$ cat config.mk
export PLATFORM = sky130hd
export DESIGN_NAME = manual_drive_ctrl_flat
export DESIGN_NICKNAME = d
export VERILOG_FILES = /design/src/rtl/manual_drive_ctrl_if.sv /design/src/rtl/manual_drive_ctrl.sv /design/src/flat_wrapper.sv
export SDC_FILE = /design/constraint.sdc
export NUM_CORES = 1
export LEC_CHECK = 0
export ABC_AREA = 0
export ABC_CLOCK_PERIOD_IN_PS = 5050
export BUFFER_PORTS_ARGS = -buffer_cell sky130_fd_sc_hd__buf_2
export CORE_MARGIN = 2
export CORE_UTILIZATION = 55
export DETAILED_ROUTE_END_ITERATION = 8
export GPL_TIMING_DRIVEN = 0
export PLACE_DENSITY = 0.84
export SETUP_SLACK_MARGIN = 0.5
export SLEW_MARGIN = 25
export SYNTH_ARGS = -nofsm -noshare
export SYNTH_HDL_FRONTEND = slang
export SYNTH_SLANG_ARGS = --single-unit
export TNS_END_PERCENT = 10
$ cat constraint.sdc
create_clock -name clk -period 5.05 [get_ports clk]
set_input_delay 0.505 -clock clk [delete_from_list [all_inputs] [get_ports clk]]
set_output_delay 0.505 -clock clk [all_outputs]
set_load 0.01 [all_outputs]
$ cat src/rtl/manual_drive_ctrl_if.sv
// Signal bundle between the car-simulator top and the manual drive controller.
// Switch/pedal levels flow to the controller; status, odometer and lamps flow back.
interface manual_drive_ctrl_if #(
  parameter int MILEAGE_W = 16
);
  logic                 power_input;
  logic                 throttle;
  logic                 clutch;
  logic                 brake;
  logic                 reverse;
  logic                 turn_left_signal;
  logic                 turn_right_signal;
  logic                 power_now;
  logic [3:0]           state;
  logic                 reverse_now;
  logic [MILEAGE_W-1:0] mileage;
  logic                 left_led;
  logic                 right_led;

  modport master (
    output power_input,
    output throttle,
    output clutch,
    output brake,
    output reverse,
    output turn_left_signal,
    output turn_right_signal,
    input  power_now,
    input  state,
    input  reverse_now,
    input  mileage,
    input  left_led,
    input  right_led
  );

  modport slave (
    input  power_input,
    input  throttle,
    input  clutch,
    input  brake,
    input  reverse,
    input  turn_left_signal,
    input  turn_right_signal,
    output power_now,
    output state,
    output reverse_now,
    output mileage,
    output left_led,
    output right_led
  );
endinterface

$ cat src/rtl/manual_drive_ctrl.sv
// Manual-transmission drive controller: power button, drive FSM,
// gear latch, saturating odometer and blinking turn/hazard lamps.
module manual_drive_ctrl #(
  parameter int PWR_ON_CYCLES  = 10,
  parameter int PWR_OFF_CYCLES = 30,
  parameter int TICK_CYCLES    = 100,
  parameter int MILEAGE_W      = 16,
  parameter int BLINK_HALF     = 50
) (
  input logic                clk,
  input logic                rst_n,
  manual_drive_ctrl_if.slave bus
);

  typedef enum logic [1:0] {
    S_OFF   = 2'd0,
    S_NS    = 2'd1,
    S_ST    = 2'd2,
    S_MOV   = 2'd3
  } state_e;

  localparam int HOLD_MAX =
    (PWR_ON_CYCLES > PWR_OFF_CYCLES) ?
    PWR_ON_CYCLES : PWR_OFF_CYCLES;
  localparam int HW = $clog2(HOLD_MAX + 1);
  localparam int TW = $clog2(TICK_CYCLES + 1);
  localparam int BW = $clog2(BLINK_HALF + 1);

  localparam logic [HW-1:0] HOLD_SAT =
    HW'(HOLD_MAX);
  localparam logic [HW-1:0] ON_LAST =
    HW'(PWR_ON_CYCLES - 1);
  localparam logic [HW-1:0] OFF_LAST =
    HW'(PWR_OFF_CYCLES - 1);
  localparam logic [TW-1:0] TICK_LAST =
    TW'(TICK_CYCLES - 1);
  localparam logic [BW-1:0] BLINK_LAST =
    BW'(BLINK_HALF - 1);
  localparam logic [MILEAGE_W-1:0] MIL_MAX =
    {MILEAGE_W{1'b1}};

  state_e               state_q, state_d;
  logic [HW-1:0]        hold_q, hold_d;
  logic                 armed_q, armed_d;
  logic                 power_q, power_d;
  logic                 rev_q, rev_d;
  logic [TW-1:0]        presc_q, presc_d;
  logic [MILEAGE_W-1:0] mil_q, mil_d;
  logic                 blink_on_q, blink_on_d;
  logic [BW-1:0]        bcnt_q, bcnt_d;
  logic                 phase_q, phase_d;
  logic                 lled_q, lled_d;
  logic                 rled_q, rled_d;

  logic toggle;
  logic thr_hit;
  logic any_turn;
  logic blink_act;

  always_comb begin
    thr_hit = (state_q == S_OFF) ?
      (hold_q >= ON_LAST) :
      (hold_q >= OFF_LAST);
    toggle = bus.power_input & armed_q & thr_hit;

    hold_d = '0;
    if (bus.power_input) begin
      hold_d = (hold_q == HOLD_SAT) ?
        hold_q : hold_q + HW'(1);
    end

    armed_d = armed_q;
    if (toggle) begin
      armed_d = 1'b0;
    end else if (!bus.power_input) begin
      armed_d = 1'b1;
    end
  end

  always_comb begin
    state_d = state_q;
    unique case (state_q)
      S_OFF: state_d = S_OFF;
      S_NS: begin
        if (bus.throttle & bus.clutch) begin
          state_d = S_ST;
        end else if (bus.throttle) begin
          state_d = S_OFF;
        end
      end
      S_ST: begin
        if (bus.brake) begin
          state_d = S_NS;
        end else if (bus.throttle & ~bus.clutch) begin
          state_d = S_MOV;
        end
      end
      S_MOV: begin
        if (bus.brake) begin
          state_d = S_NS;
        end else if (bus.clutch) begin
          state_d = S_ST;
        end else if (bus.reverse != rev_q) begin
          state_d = S_OFF;
        end
      end
      default: state_d = S_OFF;
    endcase
    // The power button overrides any pedal-driven move.
    if (toggle) begin
      state_d = (state_q == S_OFF) ? S_NS : S_OFF;
    end
    power_d = (state_d != S_OFF);
  end

  always_comb begin
    rev_d = rev_q;
    if (state_q == S_NS || state_q == S_ST) begin
      rev_d = bus.reverse;
    end
    if (state_d == S_OFF) begin
      rev_d = 1'b0;
    end
  end

  always_comb begin
    presc_d = '0;
    mil_d   = mil_q;
    if (state_q == S_MOV) begin
      if (presc_q == TICK_LAST) begin
        presc_d = '0;
        if (mil_q != MIL_MAX) begin
          mil_d = mil_q + 1'b1;
        end
      end else begin
        presc_d = presc_q + TW'(1);
      end
    end
    // Re-entering MOVING always starts a full period.
    if (state_d != S_MOV) begin
      presc_d = '0;
    end
  end

  always_comb begin
    any_turn  = bus.turn_left_signal |
                bus.turn_right_signal;
    blink_act = (state_d != S_OFF) & any_turn;
    blink_on_d = 1'b0;
    bcnt_d     = '0;
    phase_d    = 1'b0;
    if (blink_act) begin
      blink_on_d = 1'b1;
      if (!blink_on_q) begin
        // First active cycle opens a lit half-period.
        phase_d = 1'b1;
        bcnt_d  = '0;
      end else if (bcnt_q == BLINK_LAST) begin
        phase_d = ~phase_q;
        bcnt_d  = '0;
      end else begin
        phase_d = phase_q;
        bcnt_d  = bcnt_q + BW'(1);
      end
    end
    lled_d = phase_d & bus.turn_left_signal;
    rled_d = phase_d & bus.turn_right_signal;
  end

  always_ff @(posedge clk or negedge rst_n) begin
    if (!rst_n) begin
      state_q    <= S_OFF;
      hold_q     <= '0;
      armed_q    <= 1'b1;
      power_q    <= 1'b0;
      rev_q      <= 1'b0;
      presc_q    <= '0;
      mil_q      <= '0;
      blink_on_q <= 1'b0;
      bcnt_q     <= '0;
      phase_q    <= 1'b0;
      lled_q     <= 1'b0;
      rled_q     <= 1'b0;
    end else begin
      state_q    <= state_d;
      hold_q     <= hold_d;
      armed_q    <= armed_d;
      power_q    <= power_d;
      rev_q      <= rev_d;
      presc_q    <= presc_d;
      mil_q      <= mil_d;
      blink_on_q <= blink_on_d;
      bcnt_q     <= bcnt_d;
      phase_q    <= phase_d;
      lled_q     <= lled_d;
      rled_q     <= rled_d;
    end
  end

  assign bus.power_now   = power_q;
  assign bus.state       = {2'b00, state_q};
  assign bus.reverse_now = rev_q;
  assign bus.mileage     = mil_q;
  assign bus.left_led    = lled_q;
  assign bus.right_led   = rled_q;

endmodule

$ cat src/flat_wrapper.sv
// flat-port wrapper written by rule: the top's interface ports become plain ports
module manual_drive_ctrl_flat 
#(
  parameter int PWR_ON_CYCLES  = 10,
  parameter int PWR_OFF_CYCLES = 30,
  parameter int TICK_CYCLES    = 100,
  parameter int MILEAGE_W      = 16,
  parameter int BLINK_HALF     = 50
)
  (clk, rst_n, bus_power_input, bus_throttle, bus_clutch, bus_brake, bus_reverse, bus_turn_left_signal, bus_turn_right_signal, bus_power_now, bus_state, bus_reverse_now, bus_mileage, bus_left_led, bus_right_led);
  manual_drive_ctrl_if #(.MILEAGE_W(MILEAGE_W)) bus_i ();
  input logic clk;
  input logic rst_n;
  input wire logic [$bits(bus_i.power_input)-1:0] bus_power_input;
  input wire logic [$bits(bus_i.throttle)-1:0] bus_throttle;
  input wire logic [$bits(bus_i.clutch)-1:0] bus_clutch;
  input wire logic [$bits(bus_i.brake)-1:0] bus_brake;
  input wire logic [$bits(bus_i.reverse)-1:0] bus_reverse;
  input wire logic [$bits(bus_i.turn_left_signal)-1:0] bus_turn_left_signal;
  input wire logic [$bits(bus_i.turn_right_signal)-1:0] bus_turn_right_signal;
  output wire logic [$bits(bus_i.power_now)-1:0] bus_power_now;
  output wire logic [$bits(bus_i.state)-1:0] bus_state;
  output wire logic [$bits(bus_i.reverse_now)-1:0] bus_reverse_now;
  output wire logic [$bits(bus_i.mileage)-1:0] bus_mileage;
  output wire logic [$bits(bus_i.left_led)-1:0] bus_left_led;
  output wire logic [$bits(bus_i.right_led)-1:0] bus_right_led;
  assign bus_i.power_input = bus_power_input;
  assign bus_i.throttle = bus_throttle;
  assign bus_i.clutch = bus_clutch;
  assign bus_i.brake = bus_brake;
  assign bus_i.reverse = bus_reverse;
  assign bus_i.turn_left_signal = bus_turn_left_signal;
  assign bus_i.turn_right_signal = bus_turn_right_signal;
  assign bus_power_now = bus_i.power_now;
  assign bus_state = bus_i.state;
  assign bus_reverse_now = bus_i.reverse_now;
  assign bus_mileage = bus_i.mileage;
  assign bus_left_led = bus_i.left_led;
  assign bus_right_led = bus_i.right_led;
  manual_drive_ctrl #(.PWR_ON_CYCLES(PWR_ON_CYCLES), .PWR_OFF_CYCLES(PWR_OFF_CYCLES), .TICK_CYCLES(TICK_CYCLES), .MILEAGE_W(MILEAGE_W), .BLINK_HALF(BLINK_HALF)) u_core (.clk(clk), .rst_n(rst_n), .bus(bus_i));
endmodule
==> report_table.html <==
<table>
<tr><th>Metric</th><th>Value</th></tr>
<tr><th colspan="2">Floorplanning</th></tr>
<tr><td>Top Ports</td><td>33</td></tr>
<tr><td>Initial Util</td><td>between 50% and 60%</td></tr>
<tr><td>Floorplan row count</td><td>23</td></tr>
<tr><td>Floorplan die area</td><td>between 4000 and 5000 um^2</td></tr>
<tr><td>Placeable core region</td><td>3970 um^2</td></tr>
<tr><td>Die width</td><td>67.9 um</td></tr>
<tr><td>Floorplan die height</td><td>roughly 68 um</td></tr>
<tr><th colspan="2">Critical path</th></tr>
<tr><td>Maximum fanout along the worst path</td><td>8</td></tr>
<tr><td>Category of the most critical setup path</td><td>reg2reg</td></tr>
<tr><td>Count of buffer and inverter cells on the critical path</td><td>1</td></tr>
<tr><td>Slowest cell on the critical path</td><td>dfrtp_1</td></tr>
<tr><td>Critical path startpoint category</td><td>flip-flop</td></tr>
<tr><td>Ordered cell list for the critical path</td><td>inv_1, ha_1, o31a_2, a21oi_1, o31ai_1, nand3b_1, nor2_1</td></tr>
<tr><td>Crit-path leading delay family</td><td>compound AO/OA/AOI/OAI gates</td></tr>
<tr><td>Data arrival time of the critical path</td><td>2280 ps</td></tr>
<tr><td>Crit-path max cell delay</td><td>490 ps</td></tr>
<tr><td>Required time worst endpoint</td><td>about 5300 ps</td></tr>
<tr><td>Category of the worst setup path capture point</td><td>flip-flop</td></tr>
<tr><th colspan="2">Placed design</th></tr>
<tr><td>Last weighted congestion value of the routability-driven placer</td><td>0.761</td></tr>
<tr><td>Cell Area, Placed</td><td>approximately 2500 um^2</td></tr>
<tr><td>Count of input and output buffers</td><td>30</td></tr>
<tr><td>Post-detail-place hpwl</td><td>~2800 um</td></tr>
<tr><th colspan="2">Outcome</th></tr>
<tr><td>Outcome</td><td>completed</td></tr>
<tr><th colspan="2">Power</th></tr>
<tr><td>Clk pwr share</td><td>between 30% and 40%</td></tr>
<tr><td>Max rail drop VDD</td><td>roughly 0.00014 V</td></tr>
<tr><td>Internal power contribution</td><td>~0.00046 W</td></tr>
<tr><td>Tot Pwr</td><td>just under 0.0006 W</td></tr>
<tr><td>Sw Pwr</td><td>0.000133 W</td></tr>
<tr><td>Sequential share of power</td><td>roughly 59%</td></tr>
<tr><td>Power density cells</td><td>~230 nW/um^2</td></tr>
<tr><td>Leak</td><td>around 1.3 nW</td></tr>
<tr><td>Combinational group share of total power</td><td>4.3%</td></tr>
<tr><td>Switching fraction of total power</td><td>between 20% and 30%</td></tr>
<tr><th colspan="2">STA</th></tr>
<tr><td>FMAX</td><td>~490 MHz</td></tr>
<tr><td>Slew margin rel.</td><td>64.6%</td></tr>
<tr><td>Worst-case clock skew</td><td>2.85 ps</td></tr>
<tr><td>Share of the clock period used by the worst path</td><td>between 40% and 50%</td></tr>
<tr><td>Slew at the pin with the worst max-slew slack</td><td>~530 ps</td></tr>
<tr><td># setup viols final</td><td>0</td></tr>
<tr><td>Unrepaired setup endpoints after global routing</td><td>no</td></tr>
<tr><td>Number of hold-slack violations in the final timing report</td><td>0</td></tr>
<tr><td>Clock period minus worst slack</td><td>approximately 2100 ps</td></tr>
<tr><td>Max-slew violation count</td><td>0</td></tr>
<tr><td>Setup_tns</td><td>0 ps</td></tr>
<tr><th colspan="2">Synth</th></tr>
<tr><td>Asr flop ratio synth</td><td>between 90% and 100%</td></tr>
<tr><td>Top cells by count, synth</td><td>dfrtp_1, nand2_1, xnor2_1, nand3_1</td></tr>
<tr><td>Synth top area cells</td><td>dfrtp_1, xnor2_1, ha_1</td></tr>
<tr><td>Count of state elements after synthesis</td><td>43</td></tr>
<tr><td>Number of standard cells after synthesis</td><td>about 210</td></tr>
<tr><td>Average size of a mapped cell</td><td>~11 um^2</td></tr>
<tr><td>Distinct cells, synth</td><td>between 40 and 50</td></tr>
<tr><td>Fraction of post-synthesis cell area in the top cell type by area</td><td>between 40% and 50%</td></tr>
<tr><td>Number of warning messages in the yosys log</td><td>0</td></tr>
<tr><td>Post-synthesis instance area</td><td>between 2000 and 2500 um^2</td></tr>
<tr><td>Largest area contributor in the netlist</td><td>dfrtp_1</td></tr>
<tr><td>Post-synth EDFFs</td><td>0</td></tr>
<tr><td>Leading cell type by number of instances after synthesis</td><td>dfrtp_1</td></tr>
<tr><td>Register area share after synthesis</td><td>between 40% and 50%</td></tr>
<tr><td>Synth Flop Type</td><td>dfrtp_1</td></tr>
<tr><th colspan="2">Clocking</th></tr>
<tr><td>Number of buffers on the longest clock path</td><td>2</td></tr>
<tr><td>Clock network latency to the later pin of the worst-skew pair</td><td>290 ps</td></tr>
<tr><td>CTS Sinks</td><td>43</td></tr>
<tr><td>Number of setup buffers added after CTS</td><td>0</td></tr>
<tr><td>Clock root buffer master</td><td>clkbuf_8</td></tr>
<tr><td>Quantity of hold-fixing buffers added after cts</td><td>0</td></tr>
<tr><td>CTS tree</td><td>done</td></tr>
<tr><td>Post-CTS resize count</td><td>0</td></tr>
<tr><td>Inserted Clock Buffers</td><td>5</td></tr>
<tr><td>CTS HTree Levels</td><td>2</td></tr>
<tr><td>Clock-pin slew of the registers on the worst-case setup and hold paths</td><td>approximately 80 ps</td></tr>
<tr><th colspan="2">Final layout</th></tr>
<tr><td>Final non-filler cell area</td><td>roughly 2500 um^2</td></tr>
<tr><td>Number of antenna cells inserted</td><td>0</td></tr>
<tr><td>Share of cells above drive strength 1</td><td>between 20 and 25%</td></tr>
<tr><td>P&amp;R area growth vs syn</td><td>13.7%</td></tr>
<tr><td>Share of the core filled with cells in the final layout</td><td>approximately 64%</td></tr>
<tr><td>Number of nets in the finished design</td><td>roughly 270</td></tr>
<tr><th colspan="2">Routing</th></tr>
<tr><td>Routed vias</td><td>approximately 1600</td></tr>
<tr><td>First-pass DRT Iterations</td><td>4</td></tr>
<tr><td>Initial DRC Count</td><td>48</td></tr>
<tr><td>Mean number of vias per cell</td><td>~5.6</td></tr>
<tr><td>Sum of routed wire length over all layers</td><td>3950 um</td></tr>
<tr><td>Post-detailed-route wirelength per cell</td><td>between 10 and 15 um</td></tr>
<tr><td>Post-route DRC violation count</td><td>0</td></tr>
<tr><td>Antenna-violating nets left</td><td>0</td></tr>
<tr><th colspan="2">Global routing</th></tr>
<tr><td>Number of antenna violations at the first check in global routing</td><td>0</td></tr>
<tr><td>Number of global-route vias before repair</td><td>roughly 1500</td></tr>
<tr><td>Largest net degree at the start of global routing</td><td>44</td></tr>
<tr><td>Global-route wire length before repair</td><td>6580 um</td></tr>
<tr><td>Global-route congestion overflow total</td><td>0</td></tr>
<tr><td>Global-route usage over all layers</td><td>19.3%</td></tr>
<tr><th colspan="2">Hold path</th></tr>
<tr><td>Hold crit path type</td><td>in2async</td></tr>
<tr><th colspan="2">Run</th></tr>
<tr><td>Maximum Capacitance Violations</td><td>0</td></tr>
</table>
## final timing paths
kind / startpoint / endpoint / slack (ps) / cells past startpoint
setup / recovery: u_core.hold_q[1]$_DFFE_PN0P_ / u_core.presc_q[2]$_DFF_PN0_ / 2990 / 7
max in group asynchronous: rst_n / u_core.armed_q$_DFFE_PN1P_ / 4490 / 1
hold / removal: rst_n / u_core.bus.mileage[0]$_DFFE_PN0P_ / 180 / 1
setup reg to reg: u_core.hold_q[1]$_DFFE_PN0P_ / u_core.presc_q[2]$_DFF_PN0_ / 2990 / 7
min in group clk: bus_power_input / u_core.armed_q$_DFFE_PN1P_ / 420 / 2
hold reg to reg: u_core.presc_q[0]$_DFF_PN0_ / u_core.presc_q[0]$_DFF_PN0_ / 470 / 1
## kinds of logic after synthesis
group / synth area share (%)
AOI/OAI and AO/OA: 12.9
xor gates and xnor gates: 10.2
adders and majority gates: 6.14
buffers and inverters: 2.79
DFF: 48.0
muxes: 0.949
other: 0.167
and+or+nand+nor: 18.9
## stage by stage
stage / hold slack (ps) / std cells / setup slack [ps]
2_1_floorplan: 209 / 209 / 3130
4_1_cts: 385 / 296 / 2970
3_5_place_dp: 460 / 289 / 2990
3_3_place_gp: 439 / 289 / 3020
5_1_grt: 233 / 296 / 2750
6_report: 179 / 296 / 2990
## layout by cell type, fill, tap and decap left out, drive strengths merged, types with 5 or more instances in the layout
cell type / instances
and3: 8
a21oi: 10
ha: 11
xnor2: 18
dfrtp: 42
a211oi: 6
and4: 5
o21ai: 5
nand2: 18
and2: 5
xor2: 8
nand3: 15
buf: 35
nor2: 11
clkbuf: 6
inv: 7
## registers in the layout, summed over array words and instances (netlist names), 2 cells and up
register / flops
u_core.presc_q: 7
u_core.bus.mileage: 16
u_core.state_q: 2
u_core.bcnt_q: 6
u_core.hold_q: 5
## metal layers
layer / part of all wire (%) / global-route usage (%) / vias up
li1: - / - / 814
met1: 44 / 23.2 / 790
met2: 49 / 32.2 / 33
met3: 4.4 / 4.77 / 10
met4: 2.2 / 9.50 / 0
met5: 0 / 0 / -
## layout make-up
class                   instances  area, um^2
well taps                      50        62.6
multi-input cells             154        1110
repair buffers                 30         153
fillers                       323        1420
flip-flops and latches         43        1080
plain buffers                   5        36.3
inverters                       7        26.3
clock inverters                 1        5.00
clock buffers                   6        82.6
## power groups by stage
stage / clock network (W) / logic (W) / registers [W]
after floorplan: 0 / 0.0000127 / 0.000355
after global placement: 0 / 0.0000252 / 0.000356
after global routing: 0.000240 / 0.0000297 / 0.000350
after CTS: 0.000229 / 0.0000260 / 0.000349
after detailed placement: 0 / 0.0000260 / 0.000356
final: 0.000222 / 0.0000255 / 0.000349
Power figures use the tool's default switching activity.
